===== config.mk =====
export PLATFORM = sky130hd
export DESIGN_NAME = vga_logo_bouncer
export DESIGN_NICKNAME = d
export VERILOG_FILES = /design/src/rtl/vga_logo_pkg.sv /design/src/rtl/vga_logo_bouncer_logo_shape.sv /design/src/rtl/vga_logo_bouncer.sv
export SDC_FILE = /design/constraint.sdc
export NUM_CORES = 1
export LEC_CHECK = 0
export BUFFER_PORTS_ARGS = -buffer_cell sky130_fd_sc_hd__buf_2
export CAP_MARGIN = 5
export CORE_MARGIN = 2
export CORE_UTILIZATION = 40
export CTS_CLUSTER_SIZE = 12
export DETAILED_ROUTE_END_ITERATION = 6
export PLACE_DENSITY_LB_ADDON = 0.25
export SYNTH_ARGS = -nofsm -noshare
export SYNTH_HDL_FRONTEND = slang
export SYNTH_SLANG_ARGS = --single-unit

===== constraint.sdc =====
create_clock -name clk -period 30.3 [get_ports clk]
set_clock_uncertainty 0.05 [all_clocks]
set_input_delay 3.03 -clock clk [delete_from_list [all_inputs] [get_ports clk]]
set_output_delay 3.03 -clock clk [all_outputs]
set_load 0.05 [all_outputs]

===== src/rtl/vga_logo_pkg.sv =====
// Shared definitions for the bouncing VGA logo.
//
// Contents:
//   motion_state_t : motion FSM states (IDLE, STEP_X, STEP_Y)
//   axis_step_t    : result of one axis step (new position and wall-hit flag)
//   RING_IN/OUT    : inner/outer ring radii and their squares
//   HAT0..CUT1     : rectangles of the logo artwork (half-open [x0,x1) x [y0,y1))
//   PALETTE        : 8 foreground colours, 2 bits per channel, {R,G,B}
//   in_rect()      : rectangle membership helper
//
// All artwork coordinates are laid out on the 240 x 240 logo bounding box,
// with the origin at the top-left corner of the box.
package vga_logo_pkg;

   typedef enum logic [1:0] {
      IDLE   = 2'd0,
      STEP_X = 2'd1,
      STEP_Y = 2'd2
   } motion_state_t;

   typedef struct packed {
      logic [9:0] pos;
      logic       hit;
   } axis_step_t;

   typedef struct packed {
      logic [9:0] x0;
      logic [9:0] y0;
      logic [9:0] x1;
      logic [9:0] y1;
   } rect_t;

   localparam int RING_IN  = 101;
   localparam int RING_OUT = 119;
   localparam logic [21:0] RING_IN_SQ  = 22'(RING_IN * RING_IN);
   localparam logic [21:0] RING_OUT_SQ = 22'(RING_OUT * RING_OUT);

   // Hat: a wide brim with a narrower crown sitting on top of it.
   localparam rect_t HAT0 = '{x0: 10'd70,  y0: 10'd40,  x1: 10'd170, y1: 10'd48};
   localparam rect_t HAT1 = '{x0: 10'd95,  y0: 10'd22,  x1: 10'd145, y1: 10'd40};
   // Legs hanging from the centre towards the bottom of the box.
   localparam rect_t LEG0 = '{x0: 10'd80,  y0: 10'd150, x1: 10'd96,  y1: 10'd236};
   localparam rect_t LEG1 = '{x0: 10'd144, y0: 10'd150, x1: 10'd160, y1: 10'd236};
   // Gaps punched through the left and right sides of the ring.
   localparam rect_t CUT0 = '{x0: 10'd0,   y0: 10'd112, x1: 10'd24,  y1: 10'd128};
   localparam rect_t CUT1 = '{x0: 10'd216, y0: 10'd112, x1: 10'd240, y1: 10'd128};

   // Index 0 is the last element of the concatenation.
   localparam logic [7:0][5:0] PALETTE = {
      6'b101010,   // 7 grey
      6'b001111,   // 6 cyan
      6'b110011,   // 5 magenta
      6'b111100,   // 4 yellow
      6'b000011,   // 3 blue
      6'b001100,   // 2 green
      6'b110000,   // 1 red
      6'b000000    // 0 black
   };

   function automatic logic in_rect(input rect_t r, input logic [9:0] x, input logic [9:0] y);
      return (x >= r.x0) && (x < r.x1) && (y >= r.y0) && (y < r.y1);
   endfunction

endpackage


===== src/rtl/vga_logo_bouncer_logo_shape.sv =====
// logo_shape: combinational membership test for the logo artwork.
//
// Ports:
//   rel_x, rel_y : coordinate relative to the bounding-box top-left corner
//                  (caller guarantees it lies inside the box)
//   member       : 1 when the coordinate belongs to the logo foreground
//
// Membership = (ring AND NOT cut0 AND NOT cut1) OR hat0 OR hat1 OR leg0 OR leg1.
// The ring is an exact squared-distance test against the box centre.
module logo_shape
   import vga_logo_pkg::*;
#(
   parameter int LOGO_W = 240,
   parameter int LOGO_H = 240
) (
   input  logic [9:0] rel_x,
   input  logic [9:0] rel_y,
   output logic       member
);

   localparam logic signed [10:0] CENTRE_X = 11'(LOGO_W / 2);
   localparam logic signed [10:0] CENTRE_Y = 11'(LOGO_H / 2);

   logic signed [10:0] diff_x;
   logic signed [10:0] diff_y;
   logic signed [21:0] ext_x;
   logic signed [21:0] ext_y;
   logic signed [21:0] sq_x;
   logic signed [21:0] sq_y;
   logic        [21:0] dist_sq;
   logic               ring;

   always_comb begin
      diff_x  = $signed({1'b0, rel_x}) - CENTRE_X;
      diff_y  = $signed({1'b0, rel_y}) - CENTRE_Y;
      // Sign-extend before squaring so the product keeps full precision.
      ext_x   = diff_x;
      ext_y   = diff_y;
      sq_x    = ext_x * ext_x;
      sq_y    = ext_y * ext_y;
      // Squares are non-negative and each fits in 21 bits, so the sum cannot overflow.
      dist_sq = $unsigned(sq_x) + $unsigned(sq_y);
      ring    = (dist_sq > RING_IN_SQ) && (dist_sq < RING_OUT_SQ);
      member  = (ring && !in_rect(CUT0, rel_x, rel_y) && !in_rect(CUT1, rel_x, rel_y))
                || in_rect(HAT0, rel_x, rel_y) || in_rect(HAT1, rel_x, rel_y)
                || in_rect(LEG0, rel_x, rel_y) || in_rect(LEG1, rel_x, rel_y);
   end

endmodule


===== src/rtl/vga_logo_bouncer.sv =====
// vga_logo_bouncer: draws a logo that bounces around the visible VGA area.
//
// Ports:
//   clk         : single rising-edge clock
//   reset       : synchronous, active-high reset
//   hpos, vpos  : current pixel column / row from the timing generator
//   display_on  : high inside the visible area
//   frame_tick  : one-cycle pulse at the first vertical-blank line
//   pause       : high freezes the motion
//   rgb         : registered {R,G,B} pixel, COLOR_BITS per channel, MSB first
//   logo_x/y    : bounding-box top-left position
//   bounce      : one-cycle pulse when the logo hits any wall
//
// Build option: define LOGO_COLOR_CYCLE_EN to step through an 8-colour palette
// on every bounce; without it the logo is drawn in black.
//
// Motion happens in a three-state walk (IDLE -> STEP_X -> STEP_Y -> IDLE)
// started by frame_tick, which lands in vertical blank so a frame never
// shows a half-updated position.
module vga_logo_bouncer
   import vga_logo_pkg::*;
#(
   parameter int H_ACTIVE   = 640,
   parameter int V_ACTIVE   = 480,
   parameter int LOGO_W     = 240,
   parameter int LOGO_H     = 240,
   parameter int SPEED      = 1,
   parameter int COLOR_BITS = 2
) (
   input  logic                    clk,
   input  logic                    reset,
   input  logic [9:0]              hpos,
   input  logic [9:0]              vpos,
   input  logic                    display_on,
   input  logic                    frame_tick,
   input  logic                    pause,
   output logic [3*COLOR_BITS-1:0] rgb,
   output logic [9:0]              logo_x,
   output logic [9:0]              logo_y,
   output logic                    bounce
);

   localparam logic [9:0]  X_MAX   = 10'(H_ACTIVE - LOGO_W);
   localparam logic [9:0]  Y_MAX   = 10'(V_ACTIVE - LOGO_H);
   localparam logic [9:0]  X_HOME  = 10'((H_ACTIVE - LOGO_W) / 2);
   localparam logic [9:0]  Y_HOME  = 10'((V_ACTIVE - LOGO_H) / 2);
   localparam logic [9:0]  STEP    = 10'(SPEED);
   localparam logic [10:0] BOX_W   = 11'(LOGO_W);
   localparam logic [10:0] BOX_H   = 11'(LOGO_H);

   // One axis move: advance by STEP, clamping to the wall and reporting a hit.
   function automatic axis_step_t step_axis(input logic [9:0] pos, input logic neg,
                                            input logic [9:0] limit);
      axis_step_t r;
      r.pos = pos;
      r.hit = 1'b0;
      if (!neg) begin
         if (({1'b0, pos} + {1'b0, STEP}) >= {1'b0, limit}) begin
            r.pos = limit;
            r.hit = 1'b1;
         end else begin
            r.pos = pos + STEP;
         end
      end else if (pos <= STEP) begin
         r.pos = '0;
         r.hit = 1'b1;
      end else begin
         r.pos = pos - STEP;
      end
      return r;
   endfunction

   motion_state_t state;
   logic          dx_neg;
   logic          dy_neg;
   logic          hit_x;
   axis_step_t    x_step;
   axis_step_t    y_step;

   logic [10:0]               rel_x_full;
   logic [10:0]               rel_y_full;
   logic                      in_box;
   logic                      member;
   logic [3*COLOR_BITS-1:0]   fg;

   always_comb begin
      x_step = step_axis(logo_x, dx_neg, X_MAX);
      y_step = step_axis(logo_y, dy_neg, Y_MAX);
   end

   // ---- motion FSM ----
   always_ff @(posedge clk) begin
      if (reset) begin
         state  <= IDLE;
         logo_x <= X_HOME;
         logo_y <= Y_HOME;
         dx_neg <= 1'b0;
         dy_neg <= 1'b0;
         hit_x  <= 1'b0;
         bounce <= 1'b0;
      end else begin
         bounce <= 1'b0;
         unique case (state)
            IDLE: begin
               if (frame_tick && !pause) state <= STEP_X;
            end
            STEP_X: begin
               logo_x <= x_step.pos;
               hit_x  <= x_step.hit;
               if (x_step.hit) dx_neg <= ~dx_neg;
               state  <= STEP_Y;
            end
            STEP_Y: begin
               logo_y <= y_step.pos;
               if (y_step.hit) dy_neg <= ~dy_neg;
               // A corner hit sets both flags but still yields a single pulse.
               bounce <= hit_x | y_step.hit;
               state  <= IDLE;
            end
            default: state <= IDLE;
         endcase
      end
   end

`ifdef LOGO_COLOR_CYCLE_EN
   // Stretch each 2-bit palette channel to COLOR_BITS by repeating its bits.
   function automatic logic [3*COLOR_BITS-1:0] expand_color(input logic [5:0] c);
      logic [3*COLOR_BITS-1:0] out;
      out = '0;
      for (int ch = 0; ch < 3; ch++) begin
         for (int k = 0; k < COLOR_BITS; k++) begin
            out[ch*COLOR_BITS + COLOR_BITS - 1 - k] = c[ch*2 + 1 - (k % 2)];
         end
      end
      return out;
   endfunction

   logic [2:0] color_idx;

   // Advances on the same edge that raises bounce, so it moves once per pulse.
   always_ff @(posedge clk) begin
      if (reset) begin
         color_idx <= '0;
      end else if (state == STEP_Y && (hit_x || y_step.hit)) begin
         color_idx <= color_idx + 3'd1;
      end
   end

   always_comb fg = expand_color(PALETTE[color_idx]);
`else
   always_comb fg = '0;
`endif

   // Relative coordinate; bit 10 set means the pixel lies left of / above the box.
   always_comb begin
      rel_x_full = {1'b0, hpos} - {1'b0, logo_x};
      rel_y_full = {1'b0, vpos} - {1'b0, logo_y};
      in_box     = !rel_x_full[10] && !rel_y_full[10]
                   && (rel_x_full < BOX_W) && (rel_y_full < BOX_H);
   end

   logo_shape #(
      .LOGO_W (LOGO_W),
      .LOGO_H (LOGO_H)
   ) u_shape (
      .rel_x  (rel_x_full[9:0]),
      .rel_y  (rel_y_full[9:0]),
      .member (member)
   );

   // ---- pixel output register ----
   always_ff @(posedge clk) begin
      if (reset || !display_on) begin
         rgb <= '0;
      end else if (in_box && member) begin
         rgb <= fg;
      end else begin
         rgb <= '1;
      end
   end

endmodule


==> impl_metrics.csv, run 1 <==
group,metric,value,unit
outcome,status,"finished clean",
floorplan,dieArea,31200,µm²
synth,synth_top_family_by_area,"adder cells",
placement,place_worst_setup_slack,17.31,ns
synth,ys_ff_latch,27,
worst_setup_path,max_stage_delay,0.55,ns
synth,async_reset_ff_share,0,%
global_routing,antenna_found_initial,0,
timing,rsz0062_at_grt,"no",
drt,post_drt_via_cell_ratio,5.21,
placement,hpwl,25400,µm
flow_run,drv_cap,0,
synth,synthCells,1377,
worst_setup_path,critPathSlowestCell,"fa_1",
synth,synth.mux.area_fraction,0.420,%
timing,worst_pin_slew,1.02,ns
drt,drcViolationCount,0,
worst_setup_path,cp_top_family,"adder cells",
clocking,cts-resized-gates,0,
timing,slew_headroom,31.5,%
synth,synth_compound_area_share,11.6,%
worst_setup_path,critPathMaxFanout,8,
synth,synth_nets,1755,
worst_setup_path,endpoint_kind,"flip-flop",
clocking,hold_buffers,0,
synth,synth-xor-area-share,5.30,%
drt,routed_wl,29000,µm
floorplan,core-area,29500,µm²
timing,setup-tns-final,0,ns
cells_and_area,n_antenna_cell,0,
worst_setup_path,critPathKind,"in2reg",
synth,synth_warnings,0,
clocking,clockRootBuffer,"clkbuf_16",
synth,ys_seq_area_share,4.54,%
floorplan,die_y,177,µm
worst_setup_path,critical_path_arrival,12.81,ns
timing,finalHoldViolations,0,
clocking,post_cts_buffers,0,
synth,avgSynthCellArea,8.65,µm²
global_routing,grt-ovfl-total,0,
synth,synthAdderAreaFrac,52.0,%
synth,synth_edf_count,0,
cells_and_area,drive_above_1_share,7.04,%
timing,setup_viol,0,
timing,setup_ws,17.60,ns
floorplan,io_pins,52,
clocking,clock_latency,0.27,ns
clocking,htreeDepth,1,
synth,synth_area,11900,µm²
floorplan,num_rows,63,
clocking,cts_tree,"built",
cells_and_area,nets,1786,
floorplan,initial_core_util,40.4,%
clocking,numCtsBuffers,3,
clocking,cts_max_path_buffers,2,
placement,port_buffers,51,
timing,post-route-period-util,41.9,%
placement,place_congestion,0.890,
clocking,cts.sinks,27,
global_routing,grt_pass1_vias,9462,
timing,fmaxAchievable,78.8,MHz
synth,ys.flop_type,"dfxtp_1",
global_routing,grt_pass1_wl,48200,µm
synth,synth-simple-area-share,14.0,%
cells_and_area,syn2layout_area_growth,5.89,%
drt,routedWlPerCell,16.1,µm
global_routing,grt.total_usage,19.4,%
drt,dr_total_vias,9358,
worst_setup_path,crit_top_cell,"fa_1",
global_routing,grt_start_max_net_pins,24,
drt,drt_iter0_markers,634,
drt,drt_pass1_iterations,5,
worst_setup_path,crit_buf_inv,9,
floorplan,die_x,177,µm
min_path,hold_class,"reg2reg",
drt,ant_nets,0,
worst_setup_path,worstPathRequired,30.42,ns
clocking,clk_pin_slew,0.08,ns
synth,synth_cell_type_count,90,
worst_setup_path,cp-start-kind,"primary input",
timing,min_period,12.70,ns
timing,slew_viol_final,0,
==> layout make-up <==
| class | count | area, µm² |
|---|---|---|
| well taps | 390 | 488 |
| clock buffers | 4 | 78.8 |
| flip-flops and latches | 27 | 541 |
| repair buffers | 60 | 323 |
| inverters | 332 | 1250 |
| fillers | 3044 | 16900 |
| multi-input cells | 984 | 9930 |
==> worst register-to-register path, delay by kind of cell, from the launching register on <==
kind,cells,cell delay [ns]
compound gates,9,2.26
fa+ha+maj,11,4.95
flops,1,0.64
simple gates,6,1.29
buf+inv,7,0.63
xor+xnor,1,0.51
mux,1,0.10
==> Yosys cell counts, types with 3 or more instances <==
master,count,area [µm²]
nor2_1,125,469
xnor2_1,39,342
inv_2,5,18.8
ha_1,116,1450
nor4_1,4,25.0
and4_1,4,35.0
o21ai_0,47,235
o21ai_1,3,15.0
or2_2,5,31.3
nor2b_1,6,37.5
and2_1,8,50.1
a311oi_1,3,26.3
nor3b_1,3,22.5
a221o_1,3,30.0
a21oi_2,3,26.3
a31oi_1,15,93.8
a21oi_1,50,250
nor3_1,19,95.1
a22oi_1,5,37.5
a211oi_1,8,60.1
o211ai_1,5,37.5
o221ai_1,3,26.3
o21a_1,4,30.0
a41oi_1,4,35.0
dfxtp_1,27,541
buf_2,5,25.0
mux2i_1,5,50.1
nand2b_1,18,113
nand3_1,26,130
nand2_1,94,353
or3_1,6,37.5
inv_1,325,1220
clkbuf_1,20,75.1
o22ai_1,4,25.0
and3_1,4,25.0
nand4_1,8,50.1
fa_1,237,4740
o31ai_1,9,67.6
xor2_1,21,184
buf_4,5,37.5
a21o_1,9,67.6
o32ai_1,5,43.8
==> registers in the layout, summed over array words and instances, names as in the netlist <==
register and flops:
bounce 1, dx_neg 1, dy_neg 1, hit_x 1
logo_x 10, logo_y 10, rgb 1, state 2
==> routing by layer <==
layer / routed length, µm / part of all wire [%] / global-route usage, % / up-vias
met3: 1580 / 5.5 / 2.30 / 20
met2: 13900 / 48 / 31.9 / 260
met5: 0 / 0 / 0 / -
met4: 280 / 0.96 / 1.62 / 0
li1: - / - / - / 4398
met1: 13300 / 46 / 28.4 / 4680
==> metrics by stage <==
stage / cell area, µm² / std cells / util, % / hold slack [ns]
3_5_place_dp: 12500 / 1793 / 42.5 / 0.406
5_1_grt: 12600 / 1797 / 42.8 / 0.465
6_report: 12600 / 1797 / 42.8 / 0.412
3_3_place_gp: 12500 / 1793 / 42.5 / 0.401
2_1_floorplan: 11900 / 1377 / - / 0.387
4_1_cts: 12600 / 1797 / 42.8 / 0.416
==> kinds of logic after synthesis <==
logic type	count (synthesis)
fa+ha+maj	353
simple gates	352
flops	27
compound gates	208
buf+inv	366
other cells	1
xor+xnor	65
mux	5
==> path summary, 6_finish.rpt <==
kind / endpoint / from / slack, ns / cells after the start
setup reg to reg: rgb[4] / logo_y[0] / 19.79 / 35
setup / recovery: rgb[4] / vpos[0] / 17.60 / 37
hold / removal: hit_x / hit_x / 0.41 / 2
hold reg to reg: hit_x / hit_x / 0.41 / 2
==> cells in the final DEF (no fill, tap or decap), types with 15 or more instances in the layout <==
master and n:
dfxtp_1 27, fa_1 237, nand3_1 26, nor3_1 19, a21oi_1 50, nand2b_1 18, nor2_1 125, ha_1 116
buf_2 51, nand2_1 94, xor2_1 21, xnor2_1 39, o21ai_0 47, inv_1 325, a31oi_1 15
Power of run 1 is left out: the tool's default activity adds up to more than one toggle a clock period on the data nets, which glitch-free logic cannot reach.
==> run 2: changes to the inputs <==
clock period = 11.5 ns   (was 30.3 ns; I/O delays follow)
==> impl_metrics.csv, run 2 (same netlist as run 1, synthesis figures left out) <==
group,metric,value,unit
global_routing,grt_start_max_net_pins,24,
drt,drt_pass1_iterations,7,
clocking,clockRootBuffer,"clkbuf_16",
floorplan,core-area,29500,µm²
clocking,post_cts_buffers,0,
worst_setup_path,cp-start-kind,"primary input",
timing,whs,0.407,ns
clocking,clock_latency,0.28,ns
timing,slew_viol_final,0,
drt,routedWlPerCell,16.4,µm
floorplan,die_x,177,µm
drt,ant_nets,0,
placement,hpwl,26000,µm
drt,dr_total_vias,9324,
timing,setup-tns-final,0,ns
drt,post_drt_via_cell_ratio,5.16,
worst_setup_path,critical_path_arrival,10.97,ns
cells_and_area,drive_above_1_share,7.70,%
flow_run,drv_cap,0,
timing,post-route-period-util,94.4,%
drt,drt_iter0_markers,616,
timing,fmaxAchievable,92.1,MHz
worst_setup_path,worstPathRequired,11.62,ns
worst_setup_path,rrSetupSlack,0.99,ns
clocking,clk_pin_slew,0.07,ns
clocking,hold_buffers,0,
clocking,cts_max_path_buffers,2,
cells_and_area,top_regs,"logo_x x10, logo_y x10, state x2",
global_routing,grt.total_usage,19.3,%
worst_setup_path,max_stage_delay,0.55,ns
clocking,cts.sinks,27,
outcome,status,"finished, violations left",
global_routing,grt_pass1_wl,47700,µm
min_path,holdPathStages,2,
cells_and_area,most-common-layout-cells,"inv_1 (325), fa_1 (237), nor2_1 (125), ha_1 (116), nand2_1 (94)",
worst_setup_path,rr_worst_depth,33,
placement,place_congestion,0.926,
global_routing,grt_pass1_vias,9386,
floorplan,die_y,177,µm
min_path,whs_endpoint,"hit_x",
placement,place_worst_setup_slack,0.421,ns
cells_and_area,n_antenna_cell,0,
worst_setup_path,reg2reg_from,"logo_y[0]",
worst_setup_path,critPathMaxFanout,12,
clocking,cts_tree,"built",
floorplan,io_pins,52,
timing,setup_ws,0.647,ns
cells_and_area,nets,1795,
timing,rsz0062_at_grt,"no",
floorplan,initial_core_util,40.4,%
clocking,htreeDepth,1,
worst_setup_path,crit_top_cell,"fa_1",
timing,worst_pin_slew,0.999,ns
worst_setup_path,critPathSlowestCell,"fa_1",
min_path,min-delay-start,"hit_x",
cells_and_area,syn2layout_area_growth,6.47,%
drt,routed_wl,29500,µm
outcome,violations,"design-rule violations",
timing,min_period,10.85,ns
clocking,cts-resized-gates,0,
timing,slew_headroom,33.2,%
placement,port_buffers,51,
cells_and_area,layout_commonest_cell,"inv_1",
global_routing,grt-ovfl-total,0,
clocking,numCtsBuffers,3,
drt,drcViolationCount,1,
worst_setup_path,critPathKind,"in2reg",
global_routing,antenna_found_initial,0,
worst_setup_path,endpoint_kind,"flip-flop",
floorplan,dieArea,31200,µm²
min_path,hold_class,"reg2reg",
timing,setup_viol,0,
worst_setup_path,r2r-end,"rgb[4]",
timing,finalHoldViolations,0,
floorplan,num_rows,63,
[run 2: changes by cell type in the layout (fill, tap and decap cells not counted)]
cell      delta
buf_4        +9
clkbuf_1     -1
clkinv_2     +1
[run 2: worst max path at each step]
stage,from,to,slack (ns),depth (start not counted)
after floorplan,vpos[0],rgb[4],1.67,36
after global placement,vpos[0],rgb[4],0.54,35
after detailed placement,vpos[0],rgb[4],0.42,35
after CTS,vpos[0],rgb[4],0.71,35
after global routing,vpos[0],rgb[4],0.06,35
final,vpos[0],rgb[4],0.65,35
[run 2: worst max-delay path, delay by kind of cell]
kind                     cells  cell delay [ns]
buffers and inverters        8             1.02
AND/OR/NAND/NOR              6             1.71
XOR/XNOR                     1             0.32
AO/OA/AOI/OAI               10             2.47
adder cells (fa/ha/maj)     10             4.28
[run 2: per-stage QoR]
stage          instance area, µm²  instances  util [%]
6_report                    12700       1806      43.0
5_1_grt                     12700       1806      43.0
4_1_cts                     12700       1806      43.0
3_5_place_dp                12600       1802      42.8
3_3_place_gp                12600       1802      42.8
2_1_floorplan               11900       1377         -
[run 2: per-layer routing]
| layer | track usage [%] | part of all wire, % | wire length, µm |
|---|---|---|---|
| met3 | 2.45 | 5.1 | 1500 |
| met2 | 32.2 | 49 | 14400 |
| met5 | 0 | 0 | 0 |
| met1 | 27.3 | 45 | 13200 |
| met4 | 2.96 | 1.5 | 437 |
[run 2: area by class of cell]
class                   instances  area [µm²]
flip-flops and latches         27         541
multi-input cells             984        9930
clock inverters                 1        5.00
fillers                      3014       16800
well taps                     390         488
clock buffers                   3        75.1
repair buffers                 69         390
inverters                     332        1250
Power of run 2 is left out for the same reason.
